File: config.mk
export PLATFORM = sky130hd
export DESIGN_NAME = lfsr_gen_flat
export DESIGN_NICKNAME = d
export VERILOG_FILES = /design/src/rtl/lfsr_gen_if.sv /design/src/rtl/lfsr_gen.sv /design/src/flat_wrapper.sv
export SDC_FILE = /design/constraint.sdc
export NUM_CORES = 1
export LEC_CHECK = 0
export CAP_MARGIN = 20
export CORE_MARGIN = 5
export CORE_UTILIZATION = 53
export CTS_CLUSTER_DIAMETER = 40
export DETAILED_ROUTE_END_ITERATION = 6
export MAX_ROUTING_LAYER = met4
export PLACE_DENSITY = 0.88
export REMOVE_ABC_BUFFERS = 1
export SLEW_MARGIN = 10
export SYNTH_ARGS = -nofsm -noshare
export SYNTH_HDL_FRONTEND = slang
export SYNTH_SLANG_ARGS = --single-unit
File: constraint.sdc
create_clock -name clk -period 3.05 [get_ports clk]
set_input_delay 0.4575 -clock clk [delete_from_list [all_inputs] [get_ports clk]]
set_output_delay 0.4575 -clock clk [all_outputs]
set_load 0.02 [all_outputs]
File: src/rtl/lfsr_gen_if.sv
// rtl/lfsr_gen_if.sv - control and status bundle for the LFSR pattern generator
interface lfsr_gen_if #(
    parameter int WIDTH = 8
);
    logic [1:0]       mode;
    logic             step;
    logic             start;
    logic [15:0]      burst_len;
    logic             load;
    logic [WIDTH-1:0] load_val;
    logic [WIDTH-1:0] state_o;
    logic             busy;
    logic             done;
    logic             wrap;
    logic [WIDTH-1:0] period;

    modport master (
        output mode, step, start, burst_len, load, load_val,
        input  state_o, busy, done, wrap, period
    );

    modport slave (
        input  mode, step, start, burst_len, load, load_val,
        output state_o, busy, done, wrap, period
    );
endinterface

File: src/rtl/lfsr_gen.sv
// rtl/lfsr_gen.sv - parametrised Fibonacci LFSR with run/step/burst modes and period measurement
module lfsr_gen #(
    parameter int          WIDTH    = 8,
    parameter logic [31:0] TAP_MASK = 32'h1D,
    parameter logic [31:0] SEED     = 32'h1
) (
    input  logic       clk,
    input  logic       rst,
    lfsr_gen_if.slave  bus
);
    localparam logic [WIDTH-1:0] L_TAPS = TAP_MASK[WIDTH-1:0];
    localparam logic [WIDTH-1:0] L_SEED = SEED[WIDTH-1:0];

    logic [WIDTH-1:0] r_state;
    logic [WIDTH-1:0] r_origin;
    logic [WIDTH-1:0] r_cnt;
    logic [WIDTH-1:0] r_period;
    logic [15:0]      r_rem;
    logic             r_busy;
    logic             r_done;
    logic             r_wrap;

    logic             w_fb;
    logic [WIDTH-1:0] w_next;
    logic [WIDTH-1:0] w_load_val;
    logic             w_adv;
    logic             w_burst_req;

    always_comb begin
        w_fb        = ^(r_state & L_TAPS);
        // The all-zero state is a lock-up point; escape to the seed instead.
        w_next      = (r_state == '0) ? L_SEED : {w_fb, r_state[WIDTH-1:1]};
        w_load_val  = (bus.load_val == '0) ? L_SEED : bus.load_val;
        w_adv       = !bus.load &&
                      (r_busy || (bus.mode == 2'b01) || ((bus.mode == 2'b10) && bus.step));
        w_burst_req = !r_busy && bus.start && (bus.mode == 2'b11);
    end

    always_ff @(posedge clk) begin
        if (rst) begin
            r_state  <= L_SEED;
            r_origin <= L_SEED;
            r_cnt    <= '0;
            r_period <= '0;
            r_rem    <= '0;
            r_busy   <= 1'b0;
            r_done   <= 1'b0;
            r_wrap   <= 1'b0;
        end else begin
            r_done <= 1'b0;
            r_wrap <= 1'b0;

            if (bus.load) begin
                r_state  <= w_load_val;
                r_origin <= w_load_val;
                r_cnt    <= '0;
            end else if (w_adv) begin
                r_state <= w_next;
                if (w_next == r_origin) begin
                    r_wrap   <= 1'b1;
                    r_period <= r_cnt + WIDTH'(1);
                    r_cnt    <= '0;
                end else begin
                    r_cnt <= r_cnt + WIDTH'(1);
                end
            end

            // A load cycle inside a burst is not an advance, so rem is left alone.
            if (r_busy) begin
                if (!bus.load) begin
                    r_rem <= r_rem - 16'd1;
                    if (r_rem == 16'd1) begin
                        r_busy <= 1'b0;
                        r_done <= 1'b1;
                    end
                end
            end else if (w_burst_req) begin
                if (bus.burst_len != 16'd0) begin
                    r_busy <= 1'b1;
                    r_rem  <= bus.burst_len;
                end else begin
                    r_done <= 1'b1;
                end
            end
        end
    end

    assign bus.state_o = r_state;
    assign bus.busy    = r_busy;
    assign bus.done    = r_done;
    assign bus.wrap    = r_wrap;
    assign bus.period  = r_period;
endmodule

File: src/flat_wrapper.sv
// flat-port wrapper written by rule: the top's interface ports become plain ports
module lfsr_gen_flat 
#(
    parameter int          WIDTH    = 8,
    parameter logic [31:0] TAP_MASK = 32'h1D,
    parameter logic [31:0] SEED     = 32'h1
)
  (clk, rst, bus_mode, bus_step, bus_start, bus_burst_len, bus_load, bus_load_val, bus_state_o, bus_busy, bus_done, bus_wrap, bus_period);
  lfsr_gen_if #(.WIDTH(WIDTH)) bus_i ();
  input  logic clk;
  input  logic rst;
  input wire logic [$bits(bus_i.mode)-1:0] bus_mode;
  input wire logic [$bits(bus_i.step)-1:0] bus_step;
  input wire logic [$bits(bus_i.start)-1:0] bus_start;
  input wire logic [$bits(bus_i.burst_len)-1:0] bus_burst_len;
  input wire logic [$bits(bus_i.load)-1:0] bus_load;
  input wire logic [$bits(bus_i.load_val)-1:0] bus_load_val;
  output wire logic [$bits(bus_i.state_o)-1:0] bus_state_o;
  output wire logic [$bits(bus_i.busy)-1:0] bus_busy;
  output wire logic [$bits(bus_i.done)-1:0] bus_done;
  output wire logic [$bits(bus_i.wrap)-1:0] bus_wrap;
  output wire logic [$bits(bus_i.period)-1:0] bus_period;
  assign bus_i.mode = bus_mode;
  assign bus_i.step = bus_step;
  assign bus_i.start = bus_start;
  assign bus_i.burst_len = bus_burst_len;
  assign bus_i.load = bus_load;
  assign bus_i.load_val = bus_load_val;
  assign bus_state_o = bus_i.state_o;
  assign bus_busy = bus_i.busy;
  assign bus_done = bus_i.done;
  assign bus_wrap = bus_i.wrap;
  assign bus_period = bus_i.period;
  lfsr_gen #(.WIDTH(WIDTH), .TAP_MASK(TAP_MASK), .SEED(SEED)) u_core (.clk(clk), .rst(rst), .bus(bus_i));
endmodule
=== Word level (Yosys, flattened, before mapping) ===
Index checks and enable logic that the tools add are counted.

* Flip-flop bits (word level): 51
* Input bits: 31
* Output and inout port bits: 19
* Word-level logic and storage cells: 57

* Add/subtract/negate cells: 2
* Eq/ne operators: 6
* Mux-type cells: 20
* Bitwise logic cells: 2
* Reduce and logical (&&, ||, !) cells: 19

{| class="wikitable"
|+ Operators by type and width
! cell !! count
|-
| $mux 16 || 4
|-
| $mux 8 || 5
|-
| $eq 16x1->1 const B || 1
|-
| $logic_not 8->1 || 2
|-
| $reduce_bool 16->1 || 1
|-
| $sub 16x1->16 const B || 1
|-
| $mux 1 || 11
|-
| $add 8x1->8 const B || 1
|-
| $eq 8x8->1 || 1
|-
| $reduce_xor 8->1 || 1
|-
| $reduce_and 3->1 || 2
|-
| $reduce_bool 2->1 || 3
|-
| $eq 2x2->1 const B || 2
|-
| $logic_and 1x1->1 || 4
|-
| $reduce_or 3->1 || 1
|-
| $eq 2x1->1 const B || 1
|-
| $logic_not 1->1 || 2
|-
| $logic_or 1x1->1 || 2
|-
| $ne 2x2->1 const B || 1
|-
| $not 1->1 || 2
|-
| $reduce_or 2->1 || 1
|}

=== Depth between registers and ports, before layout ===
* Word-level depth: 6
* Mapped depth: 9
* Gate-level depth less buffers: 7

=== Worst setup path after synthesis ===
OpenSTA, ideal clock, no wires.

* Kind: flip-flop to flip-flop
* From: register u_core.r_state[2] (netlist: u_core.bus.state_o[2])
* To: register u_core.r_period[7] (netlist: u_core.bus.period[7])
* Library setup time: 0.123 ns
* Arrival: 2.406 ns
* Required time: 2.927 ns
* Path slack: 0.521 ns
* Cell stages (with the launch flop): 10
* Path buffers: 2
* Clock period less this slack: 2.529 ns
* Path through: dfxtp_1 -> inv_1 -> ha_1 -> buf_2 -> xnor2_1 -> xnor2_1 -> a32oi_1 -> nor4_4 -> buf_6 -> mux2_1

* Longest elaborated chain between the ends: 4
* Elaborated cells on any way between the ends: 5
* Those cells by class: 1 x eq/ne; 1 x mux; 3 x reduce/logical

{| class="wikitable"
|+ Ends and longest elaborated chain
! element !! RTL line !! source
|-
| start: declaration || lfsr_gen.sv:14 || <nowiki>logic [WIDTH-1:0] r_state;</nowiki>
|-
| start signal: assignment || lfsr_gen.sv:54 || <nowiki>r_state <= w_load_val;</nowiki>
|-
| start signal: assignment || lfsr_gen.sv:58 || <nowiki>r_state <= w_next;</nowiki>
|-
| $logic_not 8->1 / $reduce_xor 8->1 (equally long branches) || lfsr_gen.sv:32, lfsr_gen.sv:30 ||
|-
| $mux 8 * || lfsr_gen.sv:32 || <nowiki>w_next = (r_state == '0) ? L_SEED : {w_fb, r_state[WIDTH-1:1]};</nowiki>
|-
| $eq 8x8->1 * || lfsr_gen.sv:59 || <nowiki>if (w_next == r_origin) begin</nowiki>
|-
| $reduce_and 3->1 (no source line) * || - ||
|-
| end signal: assignment || lfsr_gen.sv:61 || <nowiki>r_period <= r_cnt + WIDTH'(1);</nowiki>
|-
| end: declaration || lfsr_gen.sv:17 || <nowiki>logic [WIDTH-1:0] r_period;</nowiki>
|}

Every way passes the cells marked *; elsewhere a longest branch is shown, timed or not.
A chain may end at the register's enable or synchronous reset.

=== Worst setup path after layout ===
Ends and elaborated chain as after synthesis.

==> summary.md <==
| Metric | Value |
|---|---|
| Sequential fraction of the synthesis area | `34.7%` |
| GRT Util Overall | `roughly 21%` |
| Reg2reg setup slack | `0.56 ns` |
| Slew Viols, Final | `0` |
| Startpoint class of the critical path | `flip-flop` |
| RSZ-0062 raised after global routing | `no` |
| Slew HR | `~45%` |
| Final hold vios | `0` |
| Worst Hold Launch | `u_core.bus.period[1]$_SDFFE_PP0P_` |
| Antenna Nets Post-Route | `0` |
| Antenna violations before repair | `0` |
| Clk_lat worst skew | `0.30 ns` |
| Die area | `7140 sq um` |
| Post-Syn Area | `a little under 3000 sq um` |
| TritonRoute pass-1 iters | `5` |
| CTS Hold Bufs | `0` |
| CTS resizes | `0` |
| GR Layer Usage met1 | `between 20% and 30%` |
| Synthesized instance count | `362` |
| Top Usage Layer GRT | `met2` |
| Vias in the first global route | `between 2000 and 3000` |
| CP Capture Type | `flip-flop` |
| Largest net degree at the start of global routing | `34` |
| First-pass GRT wire length | `~12 mm` |
| Clk sinks | `51` |
| Residual DRC | `0` |
| CTS H-Tree Depth | `2` |
| Fin crit share | `81.8%` |
| Arrival time worst endpoint | `between 2 and 3 ns` |
| Met2 usage | `slightly above 30%` |
| Setup TNS Final | `0 ns` |
| Total number of vias | `2784` |
| Dpl cells | `468` |
| GR met3 Demand/Resource | `4.91%` |
| Async SR Flop Fraction | `0%` |
| Max_cap viols | `0` |
| Hpwl dp | `between 5 and 6 mm` |
| Clk buf depth | `2` |
| Library cells used by synthesis | `53` |
| Synth warn | `0` |
| Reg-to-Reg Start | `u_core.bus.state_o[2]$_SDFFE_PP0P_` |
| Maximum VDD drop | `0.269 mV` |
| Share of cells above drive strength 1 | `7.43%` |
| Worst Tran Pin Value | `between 0.8 and 0.9 ns` |
| Post-Layout Cell Count | `roughly 480` |
| Required time worst endpoint | `3.25 ns` |
| Overflow after GRT | `0` |
| Hold Crit Class | `flip-flop to flip-flop` |
| Cell Rows | `27` |
| Reg clk slew, reported paths | `0.09 ns` |
| CTS tree | `yes` |
| Synth Register Bits | `slightly above 50` |
| Achievable Freq | `0.401 GHz` |
| Final nets | `~440` |
| Starting density of the core | `54.1%` |
| IO Pins | `50` |
| Final Wtd Congestion | `0.928` |
| Antenna cell count | `0` |
| WL per Instance | `14.9 microns` |
| Top FF cell, synth | `dfxtp_1` |
| PD cells | `about 440 nW/um^2` |
| Port bufs | `approximately 50` |
| CP max FO | `16` |
| Mean Syn Cell Area | `about 8 sq um` |
| Skew final | `0.00692 ns` |
| CTS root buf | `clkbuf_8` |
| Area Overhead vs Synth | `22.3%` |
| Clock period minus worst slack | `2.49 ns` |
| Die Wd | `~85 microns` |
| Number of synthesized flops with an enable pin | `0` |
| # setup viols final | `0` |
| Initial DRC Count | `roughly 230` |
| WL final | `7.08 mm` |
| P_leak | `0.00132 uW` |
| CP Class | `flip-flop to flip-flop` |
| Die height | `84.5 microns` |
| Crit path from | `u_core.bus.state_o[2]$_SDFFE_PP0P_` |
| Post-CTS Setup Bufs | `0` |
| Vias/cell | `slightly below 6` |
| Status | `finished clean` |
| Placeable Area | `5440 sq um` |
| Number of CTS-inserted buffers | `5` |
final timing paths:
| check | endpoint | cells past startpoint |
|---|---|---|
| max | u_core.bus.period[7]$_SDFFE_PP0P_ | 8 |
| min | u_core.bus.period[1]$_SDFFE_PP0P_ | 2 |
| max reg2reg | u_core.bus.period[7]$_SDFFE_PP0P_ | 8 |
| min reg2reg | u_core.bus.period[1]$_SDFFE_PP0P_ | 2 |
placed cells by master (no fill, tap or decap), types with 2 or more instances in the layout:
cell	instances
nor2b_1	24
or3_1	3
nand2_1	27
nand2b_1	7
a31oi_1	2
a41oi_1	2
nor4_1	13
o21a_1	2
and3_1	4
o31ai_1	2
inv_1	12
a211oi_1	5
o21ai_0	22
mux2i_1	8
xor2_1	12
a221oi_1	2
nor2_1	25
or4_1	2
o22ai_1	4
a2111oi_1	2
clkdlybuf4s50_1	48
ha_1	4
nor4b_1	3
a21oi_1	29
dfxtp_1	51
nand4_1	6
o211ai_1	3
a21boi_0	2
nand4b_1	2
nor3_1	16
xnor2_1	9
mux2_2	7
buf_4	9
nand3_1	8
clkbuf_8	6
sequential cells by signal, summed over array words and instances (netlist names):
signal,flops
u_core.bus.period,8
u_core.r_cnt,8
u_core.r_rem,16
u_core.bus.done,1
u_core.bus.busy,1
u_core.bus.state_o,8
u_core.r_origin,8
u_core.bus.wrap,1
logic make-up after synthesis:
kind of cell | after synthesis | share of synthesized area [%]
buffers and inverters | 36 | 5.06
AND/OR/NAND/NOR | 147 | 27.9
XOR/XNOR | 21 | 6.25
flip-flops | 51 | 34.7
adder cells (fa/ha/maj) | 4 | 1.70
AO/OA/AOI/OAI | 87 | 18.6
multiplexers | 16 | 5.78
cell type report:
cell class | instances | area [sq um]
clock inverters | 2 | 35.0
clock buffers | 6 | 82.6
well taps | 72 | 90.1
fillers | 459 | 1840
inverters | 12 | 45.0
flip-flops and latches | 51 | 1020
multi-input cells | 275 | 1770
repair buffers | 58 | 553
synthesized netlist by cell type, types with 8 or more instances:
cell type,count,area share (%)
nor4_1,13,2.8
xnor2_1,9,2.7
nor2b_1,24,5.1
nand2_1,27,3.4
nand3_1,8,1.4
o21ai_0,22,3.7
dfxtp_1,51,35
nor3_1,16,2.7
inv_1,12,1.5
mux2i_1,8,2.7
xor2_1,12,3.6
a21oi_1,29,4.9
nor2_1,25,3.2
clkbuf_1,18,2.3
worst max-delay path, stage by stage, from the launching register on:
cell	delay [ns]
dfxtp_1	0.43
inv_1	0.07
ha_1	0.41
xnor2_1	0.16
a311o_1	0.33
a32oi_1	0.37
nor4_4	0.09
buf_4	0.21
mux2_1	0.32
through the flow:
step                      hold WS [ns]  setup slack (ns)  power [uW]  cell area (sq um)  utilization [%]
after floorplan                  0.443             0.227         946               2840                -
after global placement           0.461             0.623        1080               3480             64.0
after detailed placement         0.478             0.594        1090               3480             64.0
after CTS                        0.493             0.562        1570               3600             66.2
after global routing             0.527             0.380        1650               3600             66.2
final                            0.491             0.556        1570               3600             66.2
report_power, final:
part / total, uW / switching [uW] / internal [uW]
sequential: 738 / 43.5 / 694
clock: 490 / 224 / 266
combinational: 344 / 186 / 158
routing by layer:
metal  vias to the layer above  part of all wire, %
li1                       1380                    -
met1                      1288                   46
met2                       102                   45
met3                        14                  7.7
met4                         0                  1.7
met5                         -                    0
Note: power is estimated with default switching activity, not from simulation.
